## src/rtl/alu_pkg.sv

```systemverilog
// Shared ALU definitions: sequencer state encoding, multiplier latency and a
// width-generic saturating adder for signed accumulators.
package alu_pkg;

    typedef enum logic [1:0] {IDLE, FEED, DRAIN, DONE} state_t;

    localparam int MUL_LAT = 1;
    localparam int SAT_W   = 64;

    typedef struct packed {
        logic signed [SAT_W-1:0] sum;
        logic                    sat;
    } sat_result_t;

    function automatic logic signed [SAT_W-1:0] sat_max(input int acc_w);
        return (64'sd1 <<< (acc_w - 1)) - 64'sd1;
    endfunction

    function automatic logic signed [SAT_W-1:0] sat_min(input int acc_w);
        return -(64'sd1 <<< (acc_w - 1));
    endfunction

    // Operands are sign-extended to SAT_W so the raw sum never wraps for any acc_w < SAT_W.
    function automatic sat_result_t sat_add(input logic signed [SAT_W-1:0] a,
                                            input logic signed [SAT_W-1:0] b,
                                            input int                      acc_w);
        logic signed [SAT_W-1:0] raw;
        sat_result_t             res;
        raw     = a + b;
        res.sum = raw;
        res.sat = 1'b0;
        if (raw > sat_max(acc_w)) begin
            res.sum = sat_max(acc_w);
            res.sat = 1'b1;
        end else if (raw < sat_min(acc_w)) begin
            res.sum = sat_min(acc_w);
            res.sat = 1'b1;
        end
        return res;
    endfunction

endpackage

```

## src/rtl/mac_sequencer_if.sv

```systemverilog
// Job control, operand stream, multiplier link and result port of the MAC sequencer.
interface mac_sequencer_if #(
    parameter int ACC_W = 24,
    parameter int LEN_W = 4
);
    logic                    start;
    logic [LEN_W-1:0]        len;
    logic                    busy;
    logic                    in_valid;
    logic                    in_ready;
    logic signed [7:0]       in_x;
    logic signed [7:0]       in_y;
    logic signed [7:0]       mul_x;
    logic signed [7:0]       mul_y;
    logic signed [15:0]      mul_z;
    logic                    out_valid;
    logic                    out_ready;
    logic signed [ACC_W-1:0] out_acc;
    logic                    out_sat;

    modport master (
        output start, len, in_valid, in_x, in_y, mul_z, out_ready,
        input  busy, in_ready, mul_x, mul_y, out_valid, out_acc, out_sat
    );

    modport slave (
        input  start, len, in_valid, in_x, in_y, mul_z, out_ready,
        output busy, in_ready, mul_x, mul_y, out_valid, out_acc, out_sat
    );
endinterface

```

## src/rtl/mac_sequencer.sv

```systemverilog
// Feeds signed operand pairs to an external registered multiplier and
// accumulates the returning products with saturation.
module mac_sequencer
    import alu_pkg::*;
#(
    parameter int ACC_W = 24,
    parameter int LEN_W = 4
) (
    input  logic            cclk,
    input  logic            rst,
    mac_sequencer_if.slave  bus
);

    state_t                  state_reg, state_next;
    logic signed [ACC_W-1:0] acc_reg, acc_next;
    logic                    sat_reg, sat_next;
    logic [LEN_W-1:0]        remaining_reg, remaining_next;
    logic signed [7:0]       mul_x_reg, mul_y_reg;
    // Bit 0 marks a pair issued to the multiplier (p1); bit MUL_LAT marks its product arriving (p2).
    logic [MUL_LAT:0]        pipe_reg;
    logic                    accept;
    logic                    clear;
    sat_result_t             add_res;
    logic                    sum_unused;

    assign accept = bus.in_valid && (state_reg == FEED);

    always_comb begin
        state_next     = state_reg;
        remaining_next = remaining_reg;
        clear          = 1'b0;
        case (state_reg)
            IDLE: begin
                if (bus.start) begin
                    clear = 1'b1;
                    if (bus.len != '0) begin
                        state_next     = FEED;
                        remaining_next = bus.len;
                    end else begin
                        state_next = DONE;
                    end
                end
            end
            FEED: begin
                if (accept) begin
                    remaining_next = remaining_reg - 1'b1;
                    if (remaining_reg == LEN_W'(1)) begin
                        state_next = DRAIN;
                    end
                end
            end
            DRAIN: begin
                if (pipe_reg[MUL_LAT] && !(|pipe_reg[MUL_LAT-1:0])) begin
                    state_next = DONE;
                end
            end
            DONE: begin
                if (bus.out_ready) begin
                    state_next = IDLE;
                end
            end
            default: state_next = IDLE;
        endcase
    end

    always_comb begin
        add_res  = sat_add(SAT_W'(acc_reg), SAT_W'(bus.mul_z), ACC_W);
        acc_next = acc_reg;
        sat_next = sat_reg;
        if (clear) begin
            acc_next = '0;
            sat_next = 1'b0;
        end else if (pipe_reg[MUL_LAT]) begin
            acc_next = add_res.sum[ACC_W-1:0];
            sat_next = sat_reg | add_res.sat;
        end
    end

    assign sum_unused = ^add_res.sum[SAT_W-1:ACC_W];

    always_ff @(posedge cclk or posedge rst) begin
        if (rst) begin
            state_reg     <= IDLE;
            acc_reg       <= '0;
            sat_reg       <= 1'b0;
            remaining_reg <= '0;
            mul_x_reg     <= '0;
            mul_y_reg     <= '0;
            pipe_reg      <= '0;
        end else begin
            state_reg     <= state_next;
            acc_reg       <= acc_next;
            sat_reg       <= sat_next;
            remaining_reg <= remaining_next;
            pipe_reg      <= {pipe_reg[MUL_LAT-1:0], accept};
            if (accept) begin
                mul_x_reg <= bus.in_x;
                mul_y_reg <= bus.in_y;
            end
        end
    end

    assign bus.busy      = (state_reg != IDLE);
    assign bus.in_ready  = (state_reg == FEED);
    assign bus.out_valid = (state_reg == DONE);
    assign bus.out_acc   = acc_reg;
    assign bus.out_sat   = sat_reg;
    assign bus.mul_x     = mul_x_reg;
    assign bus.mul_y     = mul_y_reg;

endmodule

```

## src/flat_wrapper.sv

```systemverilog
// flat-port wrapper written by rule: the top's interface ports become plain ports
module mac_sequencer_flat import alu_pkg::*;
#(
    parameter int ACC_W = 24,
    parameter int LEN_W = 4
)
  (cclk, rst, bus_start, bus_len, bus_in_valid, bus_in_x, bus_in_y, bus_mul_z, bus_out_ready, bus_busy, bus_in_ready, bus_mul_x, bus_mul_y, bus_out_valid, bus_out_acc, bus_out_sat);
  mac_sequencer_if #(.ACC_W(ACC_W), .LEN_W(LEN_W)) bus_i ();
  input  logic cclk;
  input  logic rst;
  input wire logic [$bits(bus_i.start)-1:0] bus_start;
  input wire logic [$bits(bus_i.len)-1:0] bus_len;
  input wire logic [$bits(bus_i.in_valid)-1:0] bus_in_valid;
  input wire logic [$bits(bus_i.in_x)-1:0] bus_in_x;
  input wire logic [$bits(bus_i.in_y)-1:0] bus_in_y;
  input wire logic [$bits(bus_i.mul_z)-1:0] bus_mul_z;
  input wire logic [$bits(bus_i.out_ready)-1:0] bus_out_ready;
  output wire logic [$bits(bus_i.busy)-1:0] bus_busy;
  output wire logic [$bits(bus_i.in_ready)-1:0] bus_in_ready;
  output wire logic [$bits(bus_i.mul_x)-1:0] bus_mul_x;
  output wire logic [$bits(bus_i.mul_y)-1:0] bus_mul_y;
  output wire logic [$bits(bus_i.out_valid)-1:0] bus_out_valid;
  output wire logic [$bits(bus_i.out_acc)-1:0] bus_out_acc;
  output wire logic [$bits(bus_i.out_sat)-1:0] bus_out_sat;
  assign bus_i.start = bus_start;
  assign bus_i.len = bus_len;
  assign bus_i.in_valid = bus_in_valid;
  assign bus_i.in_x = bus_in_x;
  assign bus_i.in_y = bus_in_y;
  assign bus_i.mul_z = bus_mul_z;
  assign bus_i.out_ready = bus_out_ready;
  assign bus_busy = bus_i.busy;
  assign bus_in_ready = bus_i.in_ready;
  assign bus_mul_x = bus_i.mul_x;
  assign bus_mul_y = bus_i.mul_y;
  assign bus_out_valid = bus_i.out_valid;
  assign bus_out_acc = bus_i.out_acc;
  assign bus_out_sat = bus_i.out_sat;
  mac_sequencer #(.ACC_W(ACC_W), .LEN_W(LEN_W)) u_core (.cclk(cclk), .rst(rst), .bus(bus_i));
endmodule
```

## config.mk

```make
export PLATFORM = sky130hd
export DESIGN_NAME = mac_sequencer_flat
export DESIGN_NICKNAME = d
export VERILOG_FILES = /design/src/rtl/alu_pkg.sv /design/src/rtl/mac_sequencer_if.sv /design/src/rtl/mac_sequencer.sv /design/src/flat_wrapper.sv
export SDC_FILE = /design/constraint.sdc
export NUM_CORES = 1
export LEC_CHECK = 0
export BUFFER_PORTS_ARGS = -buffer_cell sky130_fd_sc_hd__buf_2
export CORE_MARGIN = 2
export CORE_UTILIZATION = 55
export DETAILED_ROUTE_END_ITERATION = 6
export PLACE_DENSITY = 0.88
export SYNTH_ARGS = -nofsm -noshare
export SYNTH_HDL_FRONTEND = slang
export SYNTH_SLANG_ARGS = --single-unit
```

## constraint.sdc

```tcl
create_clock -name cclk -period 5.34 [get_ports cclk]
set_input_delay 0.267 -clock cclk [delete_from_list [all_inputs] [get_ports cclk]]
set_output_delay 0.267 -clock cclk [all_outputs]
set_load 0.02 [all_outputs]
```

---- After elaboration in Yosys (flattened, before gate mapping) ----
Cells that the tools add are included.
storage, ports and cells
  bits of input ports ..................... 41
  register bits after elaboration ......... 49
  word-level logic and storage cells ...... 51
cells by class
  magnitude comparators ................... 2
  muxes and demuxes ....................... 19
  eq/ne operators ......................... 10
  bitwise gates (word level) .............. 1
  $add $sub $neg .......................... 2
  reduce and logical (&&, ||, !) cells .... 10
operators by type and width
  cell                                                                            count
  25-bit 2-to-1 mux                                                               2
  24-bit 2-to-1 mux                                                               2
  24-bit by 16-bit adder with 25-bit output                                       1
  25-bit by 24-bit > comparator with 1-bit output, second input constant          1
  25-bit by 24-bit less-than comparator with 1-bit output, second input constant  1
  2-bit 2-to-1 mux                                                                6
  4-bit 2-to-1 mux                                                                3
  2-bit by 1-bit inequality test with 1-bit output, second input constant         4
  2-bit one-hot mux with 4 select lines                                           1
  4-bit one-hot mux with 2 select lines                                           1
  2-bit nonzero test                                                              3
  5-bit AND reduction                                                             1
  2-bit == test, second input constant                                            2
  4-bit by 1-bit == test with 1-bit output, second input constant                 1
  1-bit 2-to-1 mux                                                                4
  2-bit inequality test, second input constant                                    2
  4-bit AND reduction                                                             1
  4-bit nonzero test                                                              1
  4-bit by 1-bit subtractor with 4-bit output, second input constant              1
  2-bit by 1-bit == test with 1-bit output, second input constant                 1
  1-bit logical AND                                                               2
  2-bit logical NOT                                                               1
  1-bit logical NOT                                                               1
  1-bit bitwise OR                                                                1

---- Logic depth before layout (Yosys ltp) ----
  depth in word-level cells ............... 7
  gate-level depth with buffers ........... 12
  depth with buffers taken out ............ 11

---- Worst setup path after synthesis ----
OpenSTA, ideal clock, no wires.
  path type ............................... register to register
  from .................................... register u_core.acc_reg[0] (netlist: u_core.bus.out_acc[0])
  to ...................................... register u_core.acc_reg[12] (netlist: u_core.bus.out_acc[12])
  library setup time ...................... 0.080 ns
  data required time ...................... 5.260 ns
  path slack .............................. 2.450 ns
  cell stages (with the launch flop) ...... 13
  arrival time ............................ 2.810 ns
  buffers on the path ..................... 1
  cells stage by stage .................... dfrtp_1 > ha_1 > inv_1 > fa_1 > and2b_1 > o211ai_1 > a21oi_1 > a41oi_1 > a2111o_1 > a21boi_4 > a31oi_4 > buf_6 > o211ai_2
between the ends
  cells in the longest elaborated chain, start to end .. 6
  elaborated cells on any way between the ends .. 7
  classes of those cells .................. 1 x add/sub; 2 x order compare; 4 x mux
RTL lines
  what                                                     RTL line             source
  start, declared                                          mac_sequencer.sv:15  logic signed [ACC_W-1:0] acc_reg, acc_next;
  start signal, assigned                                   mac_sequencer.sv:92  acc_reg <= acc_next;
  24-bit by 16-bit adder with 25-bit output (*)            alu_pkg.sv:29        raw = a + b;
  25-bit by 24-bit less-than comparator with 1-bit output  alu_pkg.sv:35        end else if (raw < sat_min(acc_w)) begin
  25-bit 2-to-1 mux                                        alu_pkg.sv:35
  25-bit 2-to-1 mux (*)                                    alu_pkg.sv:32        if (raw > sat_max(acc_w)) begin
  24-bit 2-to-1 mux (*)                                    mac_sequencer.sv:73  end else if (pipe_reg[MUL_LAT]) begin
  24-bit 2-to-1 mux (*)                                    mac_sequencer.sv:70  if (clear) begin
Mark *: on every way between the ends. The rest lies on a longest branch, timed or not. The select of a mux whose other input is x is not followed.
A chain may end at the register's enable or synchronous reset.

---- Worst setup path in the final report ----
  from .................................... register u_core.acc_reg[0] (netlist: u_core.bus.out_acc[0])
  to ...................................... register u_core.acc_reg[8] (netlist: u_core.bus.out_acc[8])
The elaborated chain is that of the path after synthesis.

==> Flow_metrics.wiki <==
{| class="wikitable"
! Metric !! Value
|-
| FFs w/ async S/R, synth || 100%
|-
| Area inside the core boundary || 6280 µm²
|-
| Total power consumption of the routed design || 0.00259 W
|-
| Top cell by count, worst path || sky130_fd_sc_hd__o211ai_1
|-
| Average instance area after synthesis || 9.65 µm²
|-
| Initial cell density of the core || 55.9%
|-
| Element type at the critical path start || register
|-
| Maximum number of pins on one net before global-route repair || 50
|-
| Number of buffers added to fix hold violations after cts || 0
|-
| Data arrival time of the worst path || 3500 ps
|-
| Transition time at the pin with the least slew margin || 1040 ps
|-
| Area growth syn-to-layout || 15.9%
|-
| Yosys synthesis warning count || 0
|-
| Slew margin rel. || 30.3%
|-
| Share of synthesized area occupied by flip-flops and latches || 34.9%
|-
| Wire length on met2 || 3940 µm
|-
| Uppermost routed layer || met4
|-
| Post-synth top flop || sky130_fd_sc_hd__dfrtp_1
|-
| Area post-placement || 3960 µm²
|-
| Sw frac || 48.0%
|-
| Final setup viols || 0
|-
| Count of state elements after synthesis || 49
|-
| Number of diodes || 0
|-
| Number of max-cap violations || 0
|-
| Routed wirelength normalized by instance count || 15.0 µm
|-
| Cell type of the slowest stage on the worst timing path || sky130_fd_sc_hd__o211ai_4
|-
| CTS tree || built
|-
| Clock slew at the register clock pins of the worst setup and hold paths || 90 ps
|-
| Net total in the final layout || 517
|-
| Internal Pwr Total || 0.00135 W
|-
| Total nets after synthesis || 437
|-
| Worst path bufs/invs || 1
|-
| Category of the worst setup path capture point || register
|-
| All-layer global routing usage || 23.0%
|-
| Aggregate routed wire length || 7850 µm
|-
| Max VDD drop || 423 µV
|-
| Maximum fanout encountered on the critical timing path || 23
|-
| Metal3 WL || 395 µm
|-
| Final routed DRC violation total || 0
|-
| Die Footprint || 7040 µm²
|-
| Hold violation count in the final report || 0
|-
| Category of the critical setup timing path || reg -> reg
|-
| Number of gates resized after cts || 0
|-
| Count of boundary I/O pins || 85
|-
| Iteration-0 DRC count of the detailed router || 144
|-
| Peak clock frequency supported by timing || 297 MHz
|-
| Fraction of power consumed by combinational cells || 63.8%
|-
| Overall via count from detail_route || 3001
|-
| Non-Filler Cell Area, Final || 4070 µm²
|-
| Final Core Density || 64.9%
|-
| Shortest clock period the worst path allows after layout || 3360 ps
|-
| Setup TNS || 0 ps
|-
| Antenna violation net count after detailed routing || 0
|-
| Post-synthesis instance area || 3510 µm²
|-
| Quantity of I/O buffers inserted on ports || 84
|-
| RSZ-0062 raised after global routing || no
|-
| Total leakage power || 2.08 nW
|-
| Final Max Slew Viols || 0
|-
| Maximum count of clock buffers along a single path || 2
|-
| Post-Synthesis Cells || 364
|-
| Final clock period utilization by the worst path || 63.0%
|-
| Detailed Routing Iterations Pass 1 || 4
|-
| Sequential Power Share || 25.8%
|-
| Insertion delay of the later-clocked pin in the worst-skew pair || 310 ps
|-
| Worst hold path class || in -> reg
|-
| Run status || finished clean
|-
| Final global-route overflow total || 0
|-
| Number of buffers added for setup after CTS || 0
|-
| Die H || 83.9 µm
|-
| Clk root buf || sky130_fd_sc_hd__clkbuf_8
|-
| Power density cells || 636 nW/µm²
|-
| Number of enable flip-flop cells after synthesis || 0
|-
| Required time at the worst-slack endpoint || 5470 ps
|-
| Fraction of power consumed by the clock network || 10.4%
|-
| H-tree depth || 2
|-
| Most frequent cells in the layout || sky130_fd_sc_hd__buf_2, sky130_fd_sc_hd__dfrtp_1, sky130_fd_sc_hd__nand2_1, sky130_fd_sc_hd__a21oi_1, sky130_fd_sc_hd__ha_1
|-
| TritonCTS Buffers || 5
|-
| Placement Rows || 29
|-
| Die X || 83.9 µm
|-
| Flip-flop count of the largest register after layout || 24
|-
| Worst-case clock skew || 12.4 ps
|-
| Number of distinct library cell variants in the gate-level netlist after synthesis || 55
|-
| CP delay by family, top || compound AO/OA/AOI/OAI gates
|-
| Wire length of the first global-routing pass || 13600 µm
|-
| Switching power of the nets || 0.00124 W
|-
| Detailed-routing wirelength on met1 || 3430 µm
|-
| Longest individual stage delay on the worst path || 710 ps
|-
| Cell Chain, Critical Path || ha_1, inv_1, fa_1, and2b_1, o211ai_1, a21oi_1, a41oi_1, a2111o_1, nand4b_2, o211ai_4, o211ai_1
|-
| Total half-perimeter wirelength after legalization and detailed placement || 5830 µm
|-
| Number of antenna violations at the first check in global routing || 0
|-
| GP Congestion || 0.908
|-
| Worst-case hold slack || 192 ps
|-
| Fraction of layout instances using a drive strength above 1 || 29.4%
|-
| Most common library cell in the layout ignoring fill and taps || sky130_fd_sc_hd__buf_2
|-
| TritonCTS sink count || 49
|-
| Number of global-route vias before repair || 2973
|-
| Vias per cell || 5.75
|}
==> through the flow <==
stage	cells	worst slack, ps
4_1_cts	522	1960
3_3_place_gp	514	2190
3_5_place_dp	514	1980
5_1_grt	522	1660
2_1_floorplan	364	2450
6_report	522	1980
==> power groups by stage <==
| stage | logic [W] | registers, W | clock network [W] |
|---|---|---|---|
| after global routing | 0.00183 | 0.000692 | 0.000294 |
| after CTS | 0.00165 | 0.000669 | 0.000279 |
| after detailed placement | 0.00164 | 0.000675 | 0 |
| after floorplan | 0.00110 | 0.000832 | 0 |
| final | 0.00165 | 0.000668 | 0.000269 |
| after global placement | 0.00159 | 0.000663 | 0 |
==> final cells by class <==
| class | count | area (µm²) |
|---|---|---|
| flip-flops and latches | 49 | 1230 |
| well taps | 77 | 96.3 |
| fillers | 545 | 2210 |
| repair buffers | 85 | 428 |
| inverters | 19 | 71.3 |
| clock inverters | 2 | 38.8 |
| clock buffers | 6 | 72.6 |
| multi-input cells | 284 | 2140 |
==> cell usage after synthesis (4+ instances only) <==
| library cell | number | share of area (%) |
|---|---|---|
| sky130_fd_sc_hd__o21ai_0 | 21 | 3.0 |
| sky130_fd_sc_hd__nor2_1 | 11 | 1.2 |
| sky130_fd_sc_hd__buf_6 | 4 | 1.3 |
| sky130_fd_sc_hd__a21o_1 | 13 | 2.8 |
| sky130_fd_sc_hd__clkbuf_1 | 7 | 0.75 |
| sky130_fd_sc_hd__nand2b_1 | 6 | 1.1 |
| sky130_fd_sc_hd__nand2_1 | 47 | 5.0 |
| sky130_fd_sc_hd__dfrtp_1 | 49 | 35 |
| sky130_fd_sc_hd__xnor2_1 | 7 | 1.7 |
| sky130_fd_sc_hd__ha_1 | 31 | 11 |
| sky130_fd_sc_hd__a21oi_1 | 35 | 5.0 |
| sky130_fd_sc_hd__o211ai_1 | 10 | 2.1 |
| sky130_fd_sc_hd__inv_1 | 19 | 2.0 |
| sky130_fd_sc_hd__xor2_1 | 13 | 3.2 |
| sky130_fd_sc_hd__mux2_2 | 16 | 5.1 |
| sky130_fd_sc_hd__a211o_1 | 4 | 1.0 |
| sky130_fd_sc_hd__nand3_1 | 6 | 0.86 |
| sky130_fd_sc_hd__a211oi_1 | 4 | 0.86 |
| sky130_fd_sc_hd__o211ai_2 | 10 | 3.6 |
==> worst register-to-register path, delay by kind of cell (launching register included) <==
kind	cells	cell delay (ps)
compound gates	6	1860
buf+inv	1	90
flops	1	410
fa+ha+maj	2	450
simple gates	2	400
==> path summary, 6_finish.rpt <==
| path | cells after the start | slack (ps) | from | to |
|---|---|---|---|---|
| min in group asynchronous | 2 | 210 | rst | u_core.bus.mul_y[4] |
| setup reg to reg | 11 | 1980 | u_core.bus.out_acc[0] | u_core.bus.out_acc[8] |
| setup / recovery | 11 | 1980 | u_core.bus.out_acc[0] | u_core.bus.out_acc[8] |
| hold / removal | 2 | 190 | bus_in_x[3] | u_core.bus.mul_x[3] |
| max in group asynchronous | 2 | 4490 | rst | u_core.bus.out_acc[2] |
| hold reg to reg | 0 | 400 | u_core.pipe_reg[0] | u_core.pipe_reg[1] |
==> cell families (layout without fill, tap and decap cells) <==
kind of cell | after synthesis | count (layout) | synth area share, %
XOR/XNOR | 20 | 20 | 4.99
adder cells (fa/ha/maj) | 32 | 32 | 11.6
AND/OR/NAND/NOR | 88 | 88 | 11.9
AO/OA/AOI/OAI | 126 | 126 | 26.6
flip-flops | 49 | 49 | 34.9
buffers and inverters | 31 | 112 | 4.20
multiplexers | 18 | 18 | 5.70
==> layer usage <==
layer  track usage (%)  up-vias
li1                  -     1482
met1              29.0     1429
met2              40.9       81
met3              4.45        9
met4              5.13        0
met5                 0        -
Note: power is estimated with default switching activity, not from simulation.
